**src/rtl/ramp_adc_pkg.sv**
```systemverilog
// Shared types and helpers for the single-slope ramp ADC controller.
package ramp_adc_pkg;

  localparam int unsigned StateW = 3;

  // State encodings, kept explicit so a logic analyser trace can be decoded by hand.
  localparam logic [StateW-1:0] EncIdle      = 3'd0;
  localparam logic [StateW-1:0] EncDischarge = 3'd1;
  localparam logic [StateW-1:0] EncSettle    = 3'd2;
  localparam logic [StateW-1:0] EncRamp      = 3'd3;
  localparam logic [StateW-1:0] EncHold      = 3'd4;

  typedef enum logic [StateW-1:0] {
    StIdle      = EncIdle,
    StDischarge = EncDischarge,
    StSettle    = EncSettle,
    StRamp      = EncRamp,
    StHold      = EncHold
  } state_e;

  // Bits needed for a counter running 0 .. n-1; never narrower than one bit.
  function automatic int unsigned ph_cnt_w(input int unsigned n);
    int unsigned w;
    w = $clog2(n);
    return (w < 1) ? 1 : w;
  endfunction

endpackage

```
**src/rtl/sync_2ff.sv**
```systemverilog
// Two-flop synchronizer for a single asynchronous level input.
module sync_2ff (
  input  logic i_clk,
  input  logic i_rst,
  input  logic i_d,
  output logic o_q
);

  logic r_meta;
  logic r_sync;

  // Shift the asynchronous input through two flops; reset clears both.
  always_ff @(posedge i_clk) begin
    if (i_rst) begin
      r_meta <= 1'b0;
      r_sync <= 1'b0;
    end else begin
      r_meta <= i_d;
      r_sync <= r_meta;
    end
  end

  assign o_q = r_sync;

endmodule

```
**src/rtl/ramp_adc_controller.sv**
```systemverilog
// Single-slope ramp ADC sequencer: discharge, settle, ramp-and-count, hold result.
// Optional feature macro RAMP_ADC_AVG_EN: average 2**AVG_LOG2 conversions per start.
module ramp_adc_controller
  import ramp_adc_pkg::*;
#(
  parameter int unsigned CNT_W            = 12,
  parameter int unsigned MAX_COUNT        = 4095,
  parameter int unsigned DISCHARGE_CYCLES = 64,
  parameter int unsigned SETTLE_CYCLES    = 16,
  parameter int unsigned AVG_LOG2         = 2
) (
  input  logic             i_hf_osc,
  input  logic             i_rst,
  input  logic             i_start,
  input  logic             i_comp_in,
  output logic             o_ramp_dis,
  output logic             o_ramp_run,
  output logic             o_busy,
  output logic [CNT_W-1:0] o_result,
  output logic             o_overflow,
  output logic             o_result_valid,
  input  logic             i_result_ready
);

  localparam int unsigned PhLen = (DISCHARGE_CYCLES > SETTLE_CYCLES) ? DISCHARGE_CYCLES
                                                                      : SETTLE_CYCLES;
  localparam int unsigned PhW   = ph_cnt_w(PhLen);

  localparam logic [PhW-1:0]   DisLast = PhW'(DISCHARGE_CYCLES - 1);
  localparam logic [PhW-1:0]   SetLast = PhW'(SETTLE_CYCLES - 1);
  localparam logic [CNT_W-1:0] CntMax  = CNT_W'(MAX_COUNT);

  // Elaboration-time parameter sanity.
  if (MAX_COUNT >= (64'd1 << CNT_W)) begin : g_bad_max_count
    $error("MAX_COUNT must be below 2**CNT_W");
  end
  if (AVG_LOG2 > 16) begin : g_bad_avg_log2
    $error("AVG_LOG2 out of range");
  end

  state_e           r_state, w_state_nxt;
  logic [PhW-1:0]   r_ph, w_ph_nxt;
  logic [CNT_W-1:0] r_cnt, w_cnt_nxt;
  logic [CNT_W-1:0] r_result, w_result_nxt;
  logic             r_overflow, w_overflow_nxt;
  logic             w_comp_s;

`ifdef RAMP_ADC_AVG_EN
  localparam int unsigned AccW  = CNT_W + AVG_LOG2;
  localparam int unsigned ConvW = (AVG_LOG2 < 1) ? 1 : AVG_LOG2;
  localparam logic [ConvW-1:0] ConvLast = ConvW'((1 << AVG_LOG2) - 1);

  logic [AccW-1:0]  r_acc, w_acc_nxt, w_acc_sum;
  logic [ConvW-1:0] r_conv, w_conv_nxt;
  logic             r_ovf_acc, w_ovf_acc_nxt;
`endif

  sync_2ff u_comp_sync (
    .i_clk (i_hf_osc),
    .i_rst (i_rst),
    .i_d   (i_comp_in),
    .o_q   (w_comp_s)
  );

  // State, phase counter, ramp counter and latched result.
  always_ff @(posedge i_hf_osc) begin
    if (i_rst) begin
      r_state    <= StIdle;
      r_ph       <= '0;
      r_cnt      <= '0;
      r_result   <= '0;
      r_overflow <= 1'b0;
`ifdef RAMP_ADC_AVG_EN
      r_acc      <= '0;
      r_conv     <= '0;
      r_ovf_acc  <= 1'b0;
`endif
    end else begin
      r_state    <= w_state_nxt;
      r_ph       <= w_ph_nxt;
      r_cnt      <= w_cnt_nxt;
      r_result   <= w_result_nxt;
      r_overflow <= w_overflow_nxt;
`ifdef RAMP_ADC_AVG_EN
      r_acc      <= w_acc_nxt;
      r_conv     <= w_conv_nxt;
      r_ovf_acc  <= w_ovf_acc_nxt;
`endif
    end
  end

  // Next-state sequencing and per-state outputs.
  always_comb begin
    w_state_nxt    = r_state;
    w_ph_nxt       = r_ph;
    w_cnt_nxt      = r_cnt;
    w_result_nxt   = r_result;
    w_overflow_nxt = r_overflow;
    o_ramp_dis     = 1'b1;
    o_ramp_run     = 1'b0;
    o_busy         = (r_state != StIdle);
    o_result_valid = 1'b0;
`ifdef RAMP_ADC_AVG_EN
    w_acc_nxt      = r_acc;
    w_conv_nxt     = r_conv;
    w_ovf_acc_nxt  = r_ovf_acc;
    w_acc_sum      = r_acc + AccW'(r_cnt);
`endif

    unique case (r_state)
      StIdle: begin
        if (i_start) begin
          w_state_nxt   = StDischarge;
          w_ph_nxt      = '0;
`ifdef RAMP_ADC_AVG_EN
          w_acc_nxt     = '0;
          w_conv_nxt    = '0;
          w_ovf_acc_nxt = 1'b0;
`endif
        end
      end
      StDischarge: begin
        if (r_ph == DisLast) begin
          w_state_nxt = StSettle;
          w_ph_nxt    = '0;
        end else begin
          w_ph_nxt = r_ph + 1'b1;
        end
      end
      StSettle: begin
        o_ramp_dis = 1'b0;
        if (r_ph == SetLast) begin
          w_state_nxt = StRamp;
          w_cnt_nxt   = '0;
        end else begin
          w_ph_nxt = r_ph + 1'b1;
        end
      end
      StRamp: begin
        o_ramp_dis = 1'b0;
        o_ramp_run = 1'b1;
        // On timeout r_cnt already equals MAX_COUNT, so r_cnt is the sample either way.
        if (w_comp_s || (r_cnt == CntMax)) begin
`ifdef RAMP_ADC_AVG_EN
          if (r_conv == ConvLast) begin
            w_state_nxt    = StHold;
            w_result_nxt   = CNT_W'(w_acc_sum >> AVG_LOG2);
            w_overflow_nxt = r_ovf_acc | ~w_comp_s;
          end else begin
            w_state_nxt   = StDischarge;
            w_ph_nxt      = '0;
            w_conv_nxt    = r_conv + 1'b1;
            w_acc_nxt     = w_acc_sum;
            w_ovf_acc_nxt = r_ovf_acc | ~w_comp_s;
          end
`else
          w_state_nxt    = StHold;
          w_result_nxt   = r_cnt;
          w_overflow_nxt = ~w_comp_s;
`endif
        end else begin
          w_cnt_nxt = r_cnt + 1'b1;
        end
      end
      StHold: begin
        o_result_valid = 1'b1;
        if (i_result_ready) begin
          w_state_nxt = StIdle;
        end
      end
      default: begin
        w_state_nxt = StIdle;
      end
    endcase
  end

  assign o_result   = r_result;
  assign o_overflow = r_overflow;

endmodule
```
**config.mk**
```make
export PLATFORM = sky130hd
export DESIGN_NAME = ramp_adc_controller
export DESIGN_NICKNAME = d
export VERILOG_FILES = /design/src/rtl/ramp_adc_pkg.sv /design/src/rtl/sync_2ff.sv /design/src/rtl/ramp_adc_controller.sv
export SDC_FILE = /design/constraint.sdc
export NUM_CORES = 1
export LEC_CHECK = 0
export CAP_MARGIN = 20
export CORE_MARGIN = 2
export CORE_UTILIZATION = 55
export CTS_CLUSTER_SIZE = 12
export DETAILED_ROUTE_END_ITERATION = 10
export PLACE_DENSITY = 0.76
export SLEW_MARGIN = 20
export SYNTH_ARGS = -nofsm -noshare
export SYNTH_HDL_FRONTEND = slang
export SYNTH_SLANG_ARGS = --single-unit
export TNS_END_PERCENT = 5
```
**constraint.sdc**
```tcl
create_clock -name i_hf_osc -period 2.1 [get_ports i_hf_osc]
set_clock_uncertainty 0.1 [all_clocks]
set_input_delay 0.525 -clock i_hf_osc [delete_from_list [all_inputs] [get_ports i_hf_osc]]
set_output_delay 0.525 -clock i_hf_osc [all_outputs]
set_load 0.005 [all_outputs]
```
# ---- After elaboration in Yosys (flattened, before gate mapping)
# Index checks and enable logic that the tools add are counted.
dict set report classes {
  reduce_logical 10
  n_addsub 2
  n_mux 16
  eq_ne 14
  bitwise_logic 1
}
# operator count
set op_table {}
lappend op_table {{12-bit two-way mux} 2}
lappend op_table {{12-bit case mux with 2 select lines} 1}
lappend op_table {{6-bit two-way mux} 3}
lappend op_table {{6-bit case mux with 3 select lines} 1}
lappend op_table {{3-bit two-way mux} 5}
lappend op_table {{3-bit case mux with 5 select lines} 1}
lappend op_table {{2-bit inequality test, second input constant} 7}
lappend op_table {{12-bit by 1-bit adder with 12-bit output, second input constant} 1}
lappend op_table {{12-bit equality test, second input constant} 1}
lappend op_table {{6-bit by 1-bit adder with 6-bit output, second input constant} 1}
lappend op_table {{3-bit by 2-bit equality test with 1-bit output, second input constant} 2}
lappend op_table {{6-bit by 4-bit equality test with 1-bit output, second input constant} 1}
lappend op_table {{6-bit equality test, second input constant} 1}
lappend op_table {{3-bit AND reduction} 2}
lappend op_table {{3-bit nonzero test} 2}
lappend op_table {{5-bit AND reduction} 1}
lappend op_table {{3-bit by 1-bit equality test with 1-bit output, second input constant} 1}
lappend op_table {{3-bit equality test, second input constant} 1}
lappend op_table {{3-bit logical NOT} 1}
lappend op_table {{1-bit two-way mux} 3}
lappend op_table {{2-bit AND reduction} 1}
lappend op_table {{2-bit nonzero test} 1}
lappend op_table {{2-bit OR reduction} 1}
lappend op_table {{1-bit logical OR} 1}
lappend op_table {{1-bit inverter} 1}
dict set report totals {
  inputBits 5
  output_inout_bits 17
  register_bits 36
  wordCells 50
}

# ---- Longest topological paths before layout
# Gate-level depths: netlist of run 1.
dict set report depth {
  word_depth 4
  ltp_mapped 7
  depth_no_buf 5
}

# ---- Modules after synthesis
# Synthesis of run 1 repeated with hierarchy kept, for this count alone.
dict set report hier_totals {
  cells_unflattened 226
  area_unflattened_um2 1910.6
}
# mod cells_per_inst n_inst area_each_um2 seq_area_each_um2
set modules_own_cells {}
lappend modules_own_cells {ramp_adc_controller 222 1 1858.0 680.7}
lappend modules_own_cells {sync_2ff 4 1 52.6 40.0}

# ---- Worst setup path after synthesis of run 1
# No wires, ideal clock.
dict set report synth_path {
  path_type {register -> register}
  from {register r_ph[0]}
  to {register r_ph[3]}
  setup_ns 0.071
  period_less_slack_ns 1.899
  required_ns 1.929
  n_path_buf 2
  path_slack_ns 0.201
  arrival_time_ns 1.728
  stages_incl_launch_ff 8
  cell_sequence {dfxtp_1 -> ha_1 -> and3_1 -> buf_2 -> and3_1 -> buf_2 -> or4_1 -> a21oi_1}
}
dict set report synth_via {
  elab_chain_len 3
  elab_cells_between_ends 8
  cone_classes {add/sub (1); eq/ne (3); mux (3); reduce/logical (1)}
}
# element line
set synth_rtl {}
lappend synth_rtl {{from (decl)} ramp_adc_controller.sv:42} ;# logic [PhW-1:0] r_ph, w_ph_nxt;
lappend synth_rtl {{from (signal assigned)} ramp_adc_controller.sv:80} ;# r_ph <= w_ph_nxt;
lappend synth_rtl {{6-bit by 1-bit adder with 6-bit output, or another cell as far along} {ramp_adc_controller.sv:127, ramp_adc_controller.sv:136}}
lappend synth_rtl {{6-bit two-way mux, or another cell as far along} ramp_adc_controller.sv:132} ;# if (r_ph == SetLast) begin
lappend synth_rtl {{6-bit case mux with 3 select lines or 3-bit AND reduction (tied branches)} n/a}
# Parallel ways exist; a longest one is shown, timed or not. The select of a mux whose other input is x is not followed.
# A chain may end at the register's enable or synchronous reset.

# ---- Worst setup path after layout of run 1
dict set report layout_path {
  from {register r_state[1]}
  to {output o_busy}
}
dict set report layout_via {
  elab_chain_len 1
}
# element line
set layout_rtl {}
lappend layout_rtl {{from (decl)} ramp_adc_controller.sv:41} ;# state_e r_state, w_state_nxt;
lappend layout_rtl {{from (signal assigned)} ramp_adc_controller.sv:68} ;# r_state <= StIdle;
lappend layout_rtl {{from (signal assigned)} ramp_adc_controller.sv:79} ;# r_state <= w_state_nxt;
lappend layout_rtl {{3-bit nonzero test} ramp_adc_controller.sv:101} ;# o_busy = (r_state != StIdle);
lappend layout_rtl {{to (decl)} ramp_adc_controller.sv:18} ;# output logic o_busy,
# Every way passes these cells.

==> metrics.txt, run 1 <==
worst setup path endpoint=o_busy; peak supply drop=0.424 mV; pin count of the biggest net entering global routing=32; post-synthesis sequential area ratio=0.386; ANT cells=0; Synth Register Bits=36; Post-Syn Area=1870 um2; via count=1901; Worst Path Max Fanout=5; clock insertion delay at the later pin of the skew report=350 ps; WL final=4790 um; CTS clk-pin slew, worst paths=110 ps; post-DP HPWL=3250 um; vias in the first global route=1716; Worst Max-Slew Pin Slew=613 ps; core region area=3310 um2; final-report hold violation count=0; P_sw=0.292 mW; clock network fraction of design power=0.383; internal power=0.977 mW; Final ANT Viol Nets=0; FP Rows=21; area grow syn2layout=27.8%; hold_buf cts=0; # fillers=283; GR Overflow Total=0; Slew Limit Fails=0; # H-tree levels=2; synth warn=0; Die X=62.3 um; reg2reg start=r_ph[0]; distinct cell type count after synthesis=45; Avg Inst Size Synth=8.05 um2; Routed WL per cell=15.1 um; Critical Path End Type=primary output; Setup crit start kind=flip-flop; Num CTS Buffers=5; Leak=0.868 nW; Nets=278; unrepaired setup endpoints after global routing=false; maxcap violations=0; FF-to-FF End=r_ph[3]; Critical Path Start=r_state[1]; Die ar.=3880 um2; CP Data Arrival Time=1410 ps; CTS tree=built; fin util=0.721; FF-to-FF path depth=6; Ports=22; Residual DRC=0; Total Routing Usage GR=0.264; Initial Utilization=0.564; sw frac=0.230; Flop pwr share=0.546; Min Clock Period, post-route=2040 ps; routability cong.=0.848; fin cells=318; FMAX=491 MHz; Die Y=62.3 um; initial antenna violation count=0; synthesized netlist cell count=232; final setup vio count=0; pwr dens=532 nW/um2; root buffer cell=clkbuf_4; FF-to-FF setup slack=120 ps; period utilization=0.970; share of layout cells above drive strength 1=0.173; placed cells=306; CTS Buffer Depth=2; average vias per placed instance=5.98; Hold Slack=353 ps; Sink Count=36; I/O Buffers=21; Mapped Nets=239; Hold Crit Class=reg2reg; Rel. slew slack=0.589; status=completed; First DRT Iteration DRCs=175; WP data required=1470 ps; combinational power share=0.071; CP Class=reg2out; final setup TNS=0 ps; global-route wire length before repair=8180 um; First-pass DRT Iterations=4
## placed cells by master, fill, tap and decap left out, drive strengths merged, types with 2 or more instances in the layout
cell and instances:
a211oi 2, a21oi 24, a31oi 8, and2 2, and3 2, buf 29, clkbuf 6, clkdlybuf4s50 19
clkinv 2, dfxtp 36, ha 2, inv 7, nand2 12, nand2b 5, nand3 23, nand4 6
nor2 10, nor2b 4, nor3 6, nor4 2, nor4b 2, o211a 2, o21ai 24, o311a 2
o31a 3, o31ai 8, or3 2, or4 4
## cells by family after synthesis
family	synth area share
xor gates and xnor gates	0.00469
and+or+nand+nor	0.255
DFF	0.386
buffers and inverters	0.0569
adders and majority gates	0.0134
AOI/OAI and AO/OA	0.284
## routing by layer
layer | part of all wire | global-route usage | vias to the layer above | wire [um]
met5 | 0 | 0 | - | 0
met4 | 0.018 | 0.106 | 0 | 87
met3 | 0.053 | 0.0616 | 11 | 255
met2 | 0.49 | 0.435 | 57 | 2340
met1 | 0.44 | 0.334 | 885 | 2110
li1 | - | - | 948 | -
## state kept, by name (all words and copies together) (netlist names)
name                count
o_overflow              1
o_result               12
r_cnt                  12
r_ph                    6
r_state                 3
u_comp_sync.o_q         1
u_comp_sync.r_meta      1
## worst max-delay path: stages, from the launching register on
cell             delay, ps
dfxtp_4                380
nor2_1                 160
nand2_1                 80
clkdlybuf4s50_1        440
## synth_stat cells
master      n  area share
o31a_1      3       0.014
nor3b_1     1      0.0040
o211a_1     2       0.011
and3_1      2      0.0067
nand4_1     5       0.017
o211ai_2    1      0.0067
nor2_1     10       0.020
o21ai_0    15       0.040
or3_1       2      0.0067
a31oi_1     8       0.027
o2111a_1    1      0.0060
a311oi_1    1      0.0047
o31ai_1     7       0.028
nor3_1      6       0.016
nand3b_1    1      0.0040
or4_1       4       0.016
a21oi_1    24       0.064
nor4b_1     2      0.0094
inv_1       7       0.014
nand2_1    12       0.024
buf_2       7       0.019
o2111ai_1   1      0.0047
clkinv_1    1      0.0020
nor2b_1     4       0.013
xnor2_1     1      0.0047
o311a_1     2       0.011
nand4_4     1       0.011
dfxtp_1    36        0.39
a31o_2      1      0.0047
nor4_1      2      0.0067
and4b_1     1      0.0054
ha_1        2       0.013
clkbuf_1   11       0.022
or4b_1      1      0.0054
a41oi_1     1      0.0047
nand3_1    23       0.062
a2111oi_0   1      0.0047
nand2b_1    5       0.017
o21a_1      1      0.0040
a32o_1      1      0.0054
o31ai_4     1       0.011
a211oi_1    2      0.0080
and2_1      2      0.0067
o21ai_1     9       0.024
or2b_1      1      0.0040
## stage by stage
stage / setup WS (ps) / total power [mW] / instance area [um2]
after floorplan: 201 / 0.757 / 1870
after global placement: 64.4 / 0.798 / 2260
after detailed placement: 29.4 / 0.799 / 2260
after CTS: -5.95 / 1.28 / 2360
after global routing: 2.94 / 1.33 / 2390
final: 64.0 / 1.27 / 2390
## cell type report
type,count,area (um2),area share
repair buffers,50,442,0.185
clock buffers,6,41.3,0.0173
flip-flops and latches,36,727,0.305
well taps,46,57.6,0.0241
clock inverters,2,35.0,0.0147
inverters,8,31.3,0.0131
multi-input cells,170,1050,0.441
## power by group through the flow
stage | Clock [mW] | Sequential (mW) | Combinational (mW)
floorplan | 0 | 0.708 | 0.0494
global placement | 0 | 0.709 | 0.0887
detailed placement | 0 | 0.709 | 0.0892
CTS | 0.497 | 0.694 | 0.0902
global route | 0.531 | 0.695 | 0.100
finish | 0.486 | 0.693 | 0.0907
## worst min-delay path by stage
stage / from / end / slack [ps] / cells after the start
6_report: u_comp_sync.r_meta / u_comp_sync.o_q / 350 / 1
3_5_place_dp: u_comp_sync.r_meta / u_comp_sync.o_q / 330 / 1
2_1_floorplan: u_comp_sync.r_meta / u_comp_sync.o_q / 310 / 1
3_3_place_gp: u_comp_sync.r_meta / u_comp_sync.o_q / 320 / 1
5_1_grt: u_comp_sync.r_meta / u_comp_sync.o_q / 380 / 1
4_1_cts: u_comp_sync.r_meta / u_comp_sync.o_q / 360 / 1
## timing repair
| item | CTS | global route |
|---|---|---|
| resized for setup | 5 | 5 |
| endpoints found under the setup margin | 3 | 3 |
| setup buffers | 3 | 1 |
Power figures use the tool's default switching activity.
==> run 2, diff against run 1 <==
- CTS_CLUSTER_DIAMETER: unset -> 30
==> results of run 2 <==
Final layout, timing and power as in run 1 (identical DEF).
